--- src/rtl/vram_write_scheduler_if.sv ---
// vram_write_scheduler_if: bus bundle between the CPU/fill sources and the VRAM write scheduler.
//   master: drives CPU write, fill engine, vblank and overflow-clear inputs
//   slave:  the scheduler; drives VRAM write port, mode and FIFO status
interface vram_write_scheduler_if #(
    parameter int ADDR_WIDTH = 12,
    parameter int DEPTH      = 16
);
    localparam int PW = $clog2(DEPTH);
    logic [ADDR_WIDTH-1:0] cpu_address;
    logic [7:0]            cpu_data;
    logic                  cpu_write_enable;
    logic [ADDR_WIDTH-1:0] fill_address;
    logic [7:0]            fill_data;
    logic                  fill_write_enable;
    logic                  fill_in_progress;
    logic                  in_vblank;
    logic                  clr_overflow;
    logic [ADDR_WIDTH-1:0] vram_address;
    logic [7:0]            vram_data;
    logic                  vram_write_enable;
    logic [1:0]            mode;
    logic [PW:0]           pending;
    logic                  full;
    logic                  overflow;
    modport master (
        output cpu_address, cpu_data, cpu_write_enable,
        output fill_address, fill_data, fill_write_enable, fill_in_progress,
        output in_vblank, clr_overflow,
        input  vram_address, vram_data, vram_write_enable, mode, pending, full, overflow
    );
    modport slave (
        input  cpu_address, cpu_data, cpu_write_enable,
        input  fill_address, fill_data, fill_write_enable, fill_in_progress,
        input  in_vblank, clr_overflow,
        output vram_address, vram_data, vram_write_enable, mode, pending, full, overflow
    );
endinterface

--- src/rtl/vram_write_scheduler.sv ---
// vram_write_scheduler: sequences fill-engine and CPU writes onto the VRAM write port.
//   clk_12_5875: pixel clock; rst_n: async active-low reset
//   bus (slave): CPU/fill inputs, in_vblank, clr_overflow in;
//                registered vram_address/data/write_enable, mode, pending/full/overflow out
// Fill passes straight through; CPU writes queue in a FIFO and drain one per clock in vblank.
module vram_write_scheduler #(
    parameter int ADDR_WIDTH = 12,
    parameter int DEPTH      = 16
) (
    input logic                  clk_12_5875,
    input logic                  rst_n,
    vram_write_scheduler_if.slave bus
);
    localparam int PW = $clog2(DEPTH);
    localparam logic [1:0] IDLE = 2'd0, FILL = 2'd1, DRAIN = 2'd2;
    logic [ADDR_WIDTH+7:0] mem [DEPTH];
    logic [PW-1:0]         wr_ptr, rd_ptr;
    logic [PW:0]           pending;
    logic                  full, push, pop, overflow, vram_we;
    logic [ADDR_WIDTH-1:0] vram_address;
    logic [7:0]            vram_data;
    logic [1:0]            mode;
    // full is the pre-pop occupancy, so a write arriving while full is dropped even on a pop cycle
    assign full = pending == (PW+1)'(DEPTH);
    assign push = bus.cpu_write_enable && !full;
    assign pop  = !bus.fill_in_progress && bus.in_vblank && pending != '0;
    always_ff @(posedge clk_12_5875)
        if (push) mem[wr_ptr] <= {bus.cpu_address, bus.cpu_data};
    always_ff @(posedge clk_12_5875 or negedge rst_n) begin
        if (!rst_n) begin
            wr_ptr       <= '0;
            rd_ptr       <= '0;
            pending      <= '0;
            overflow     <= 1'b0;
            mode         <= IDLE;
            vram_we      <= 1'b0;
            vram_address <= '0;
            vram_data    <= '0;
        end else begin
            wr_ptr   <= wr_ptr + PW'(push);
            rd_ptr   <= rd_ptr + PW'(pop);
            pending  <= pending + (PW+1)'(push) - (PW+1)'(pop);
            overflow <= (bus.cpu_write_enable && full) || (overflow && !bus.clr_overflow);
            mode     <= bus.fill_in_progress ? FILL : pop ? DRAIN : IDLE;
            if (bus.fill_in_progress) begin
                vram_address <= bus.fill_address;
                vram_data    <= bus.fill_data;
                vram_we      <= bus.fill_write_enable;
            end else if (pop) begin
                {vram_address, vram_data} <= mem[rd_ptr];
                vram_we                   <= 1'b1;
            end else begin
                vram_we <= 1'b0;
            end
        end
    end
    assign bus.vram_address      = vram_address;
    assign bus.vram_data         = vram_data;
    assign bus.vram_write_enable = vram_we;
    assign bus.mode              = mode;
    assign bus.pending           = pending;
    assign bus.full              = full;
    assign bus.overflow          = overflow;
endmodule

--- src/flat_wrapper.sv ---
// flat-port wrapper written by rule: the top's interface ports become plain ports
module vram_write_scheduler_flat 
#(
    parameter int ADDR_WIDTH = 12,
    parameter int DEPTH      = 16
)
  (clk_12_5875, rst_n, bus_cpu_address, bus_cpu_data, bus_cpu_write_enable, bus_fill_address, bus_fill_data, bus_fill_write_enable, bus_fill_in_progress, bus_in_vblank, bus_clr_overflow, bus_vram_address, bus_vram_data, bus_vram_write_enable, bus_mode, bus_pending, bus_full, bus_overflow);
  vram_write_scheduler_if #(.ADDR_WIDTH(ADDR_WIDTH), .DEPTH(DEPTH)) bus_i ();
  input logic clk_12_5875;
  input logic rst_n;
  input wire logic [$bits(bus_i.cpu_address)-1:0] bus_cpu_address;
  input wire logic [$bits(bus_i.cpu_data)-1:0] bus_cpu_data;
  input wire logic [$bits(bus_i.cpu_write_enable)-1:0] bus_cpu_write_enable;
  input wire logic [$bits(bus_i.fill_address)-1:0] bus_fill_address;
  input wire logic [$bits(bus_i.fill_data)-1:0] bus_fill_data;
  input wire logic [$bits(bus_i.fill_write_enable)-1:0] bus_fill_write_enable;
  input wire logic [$bits(bus_i.fill_in_progress)-1:0] bus_fill_in_progress;
  input wire logic [$bits(bus_i.in_vblank)-1:0] bus_in_vblank;
  input wire logic [$bits(bus_i.clr_overflow)-1:0] bus_clr_overflow;
  output wire logic [$bits(bus_i.vram_address)-1:0] bus_vram_address;
  output wire logic [$bits(bus_i.vram_data)-1:0] bus_vram_data;
  output wire logic [$bits(bus_i.vram_write_enable)-1:0] bus_vram_write_enable;
  output wire logic [$bits(bus_i.mode)-1:0] bus_mode;
  output wire logic [$bits(bus_i.pending)-1:0] bus_pending;
  output wire logic [$bits(bus_i.full)-1:0] bus_full;
  output wire logic [$bits(bus_i.overflow)-1:0] bus_overflow;
  assign bus_i.cpu_address = bus_cpu_address;
  assign bus_i.cpu_data = bus_cpu_data;
  assign bus_i.cpu_write_enable = bus_cpu_write_enable;
  assign bus_i.fill_address = bus_fill_address;
  assign bus_i.fill_data = bus_fill_data;
  assign bus_i.fill_write_enable = bus_fill_write_enable;
  assign bus_i.fill_in_progress = bus_fill_in_progress;
  assign bus_i.in_vblank = bus_in_vblank;
  assign bus_i.clr_overflow = bus_clr_overflow;
  assign bus_vram_address = bus_i.vram_address;
  assign bus_vram_data = bus_i.vram_data;
  assign bus_vram_write_enable = bus_i.vram_write_enable;
  assign bus_mode = bus_i.mode;
  assign bus_pending = bus_i.pending;
  assign bus_full = bus_i.full;
  assign bus_overflow = bus_i.overflow;
  vram_write_scheduler #(.ADDR_WIDTH(ADDR_WIDTH), .DEPTH(DEPTH)) u_core (.clk_12_5875(clk_12_5875), .rst_n(rst_n), .bus(bus_i));
endmodule
--- config.mk ---
export PLATFORM = sky130hd
export DESIGN_NAME = vram_write_scheduler_flat
export DESIGN_NICKNAME = d
export VERILOG_FILES = /design/src/rtl/vram_write_scheduler_if.sv /design/src/rtl/vram_write_scheduler.sv /design/src/flat_wrapper.sv
export SDC_FILE = /design/constraint.sdc
export NUM_CORES = 1
export LEC_CHECK = 0
export ABC_AREA = 1
export CAP_MARGIN = 20
export CORE_ASPECT_RATIO = 1.75
export CORE_MARGIN = 2
export CORE_UTILIZATION = 64
export DETAILED_ROUTE_END_ITERATION = 16
export HOLD_SLACK_MARGIN = 0.15
export PLACE_DENSITY = 0.84
export SYNTH_ARGS = -nofsm -noshare
export SYNTH_HDL_FRONTEND = slang
export SYNTH_SLANG_ARGS = --single-unit
--- constraint.sdc ---
create_clock -name clk_12_5875 -period 5.8 [get_ports clk_12_5875]
set_input_delay 0.58 -clock clk_12_5875 [delete_from_list [all_inputs] [get_ports clk_12_5875]]
set_output_delay 0.58 -clock clk_12_5875 [all_outputs]
set_load 0.01 [all_outputs]
==> run_results.csv <==
group,metric,value,unit
run_status,run_status,"finished clean",
route,wl,36.5,mm
route,firstDrtPassIters,6,
final_layout,layout_commonest_cell,"nand2_1",
worst_setup_path,rr_startpoint,"u_core.rd_ptr[0]$_DFF_PN0_",
timing,fmax,305,MHz
route,final_antenna_net_count,0,
worst_setup_path,cp_max_fo,95,
synth,syn_nets,1490,
timing,hold_violations,0,
placed_design,placed_area,16000,um2
worst_setup_path,setup.worst_path.end,"u_core.bus.vram_address[2]$_DFFE_PN0P_",
synth,yosys_warnings,0,
worst_setup_path,setup.worst_path.end_class,"flop",
floorplanning,dieHeight,206,um
clocking,cts_resized,0,
timing,post-route-period-util,0.566,
final_layout,area_growth,13.8,%
floorplanning,ios,77,
clocking,cts.htree.levels,1,
synth,avgSynthCellArea,10.5,um2
clocking,cts_root_buf,"clkbuf_16",
clocking,cts_num_sinks,357,
timing,period_needed,3.28,ns
worst_setup_path,cp-start-kind,"flop",
placed_design,port_buffers,76,
pwr,total_power,8.05,mW
pwr,peakVddDrop,0.346,mV
worst_setup_path,r2r_cells,10,
final_layout,mostFrequentLayoutCells,"nand2_1, edfxtp_1, nor2_1",
synth,synthesis.area,15000,um2
clocking,clk_path_buf_depth,3,
worst_setup_path,crit_type,"reg -> reg",
synth,synthDistinctLibCells,20,
grt,grt_start_max_net_pins,96,
timing,setup_viol,0,
floorplanning,die_w,120,um
synth,seq_area_frac_synth,0.704,
worst_setup_path,arrival,3.77,ns
timing,tns,0,ns
floorplanning,start_util,0.647,
placed_design,gp_congestion,0.814,
floorplanning,die_area,24700,um2
timing,max-slew-margin-rel,0.294,
job,maxCapViolCount,0,
timing,clock_skew,0.0239,ns
placed_design,detailed_place_hpwl,20.8,mm
grt,grt.overflow.total,0,
clocking,clk_latency,0.57,ns
worst_setup_path,r2r_end,"u_core.bus.vram_address[2]$_DFFE_PN0P_",
timing,worst_pin_slew,1.06,ns
floorplanning,num_rows,74,
clocking,hold_buffers,0,
placed_design,place_inst,1768,
route,drt_iter0_drc,1271,
pwr,power.density,473,nW/um2
grt,grt.total_usage,0.300,
synth,synth_cells,1432,
route,avgViaCountPerCell,5.75,
route,via_count,10488,
clocking,postCtsSetupBuffers,0,
route,drc,0,
grt,grt_antenna_before_repair,1,
worst_setup_path,required,6.29,ns
final_layout,drive_gt1_frac,0.0639,
final_layout,final_area,17000,um2
grt,grt_pass1_vias,10426,
final_layout,fin_cells,1823,
pwr,power.leakage,6.88,nW
min_path,worstHoldPathType,"in -> async",
worst_setup_path,critPathLaunch,"u_core.rd_ptr[0]$_DFF_PN0_",
floorplanning,core_area,23100,um2
clocking,cts_tree,"done",
final_layout,finalNetCount,1554,
clocking,cts_buffers,29,
clocking,cts.clk_slew.worst_paths,0.07,ns
timing,rsz0062_at_grt,"false",
timing,drv_slew,0,
worst_setup_path,r2r_slack,2.52,ns
synth,synth-seq-cells,357,
route,routedWlPerCell,20.0,um
grt,grt_pass1_wl,55.5,mm
## worst max-delay path: stages (launching register included)
cell and delay, ns:
dfrtp_4 0.60, buf_4 0.75, buf_4 0.86, nand2_1 0.13, nand3_1 0.15, nand2_1 0.06
nor2_1 0.20, nand2_1 0.09, nand3_1 0.13, nand2_1 0.07, nand2_1 0.05
## kinds of logic after synthesis
family,Yosys count,synth area share
and+or+nand+nor,859,0.226
DFF,357,0.704
buffers and inverters,172,0.0472
AOI/OAI and AO/OA,26,0.00869
adders and majority gates,11,0.00970
xor gates and xnor gates,7,0.00410
## synth_stat cells, drive strengths merged
cell | count | area, um2
ha | 10 | 125
inv | 105 | 394
edfxtp | 320 | 9610
xnor2 | 2 | 17.5
clkbuf | 16 | 60.1
buf | 51 | 253
a21oi | 4 | 20.0
xor2 | 5 | 43.8
o21ai | 22 | 110
nand4 | 2 | 12.5
dfrtp | 37 | 926
fa | 1 | 20.0
nor2 | 218 | 821
nand3 | 126 | 631
nand2 | 513 | 1930
## power by group
group | switching, mW | internal [mW]
sequential | 0.150 | 3.14
clock | 0.896 | 1.13
combinational | 1.89 | 0.839
total | 2.93 | 5.11
## through the flow
stage          utilization  hold WS (ns)  setup WS (ns)
4_1_cts              0.735         0.202           2.57
5_1_grt              0.736         0.236           2.33
6_report             0.736         0.198           2.52
2_1_floorplan            -         0.284           3.45
3_5_place_dp         0.692         0.465           2.33
3_3_place_gp         0.692         0.463           2.40
## layout make-up
| type | count | area, um2 |
|---|---|---|
| diodes | 1 | 2.50 |
| clock buffers | 35 | 811 |
| clock inverters | 18 | 181 |
| fillers | 1484 | 6120 |
| inverters | 105 | 395 |
| multi-input cells | 903 | 3770 |
| flip-flops and latches | 357 | 10500 |
| well taps | 304 | 380 |
| repair buffers | 100 | 948 |
## state kept, by name, indices dropped and copies added, names as in the netlist
name	cells
u_core.mem	320
u_core.bus.vram_address	12
u_core.bus.vram_data	8
u_core.bus.pending	5
u_core.rd_ptr	4
u_core.wr_ptr	4
u_core.bus.mode	2
u_core.bus.overflow	1
u_core.bus.vram_write_enable	1
## per-layer routing
metal  GRT usage  vias up  wire length [um]  part of all wire
met1       0.350     4962             12400              0.34
met5           0        -                 0                 0
li1            -     4781                 -                 -
met4       0.171        0              1810             0.049
met2       0.532      613             19200              0.53
met3      0.0422      132              3070             0.084
## how the worst min path moves through the flow
stage	end	cells past startpoint	slack, ns
after CTS	u_core.bus.vram_data[6]$_DFFE_PN0P_	1	0.20
after global placement	u_core.bus.vram_address[11]$_DFFE_PN0P_	2	0.46
final	u_core.bus.vram_data[4]$_DFFE_PN0P_	1	0.20
after detailed placement	u_core.bus.vram_address[4]$_DFFE_PN0P_	2	0.47
after global routing	u_core.bus.pending[3]$_DFF_PN0_	1	0.24
after floorplan	u_core.bus.mode[0]$_DFF_PN0_	0	0.28
Note: power is estimated with default switching activity, not from simulation.
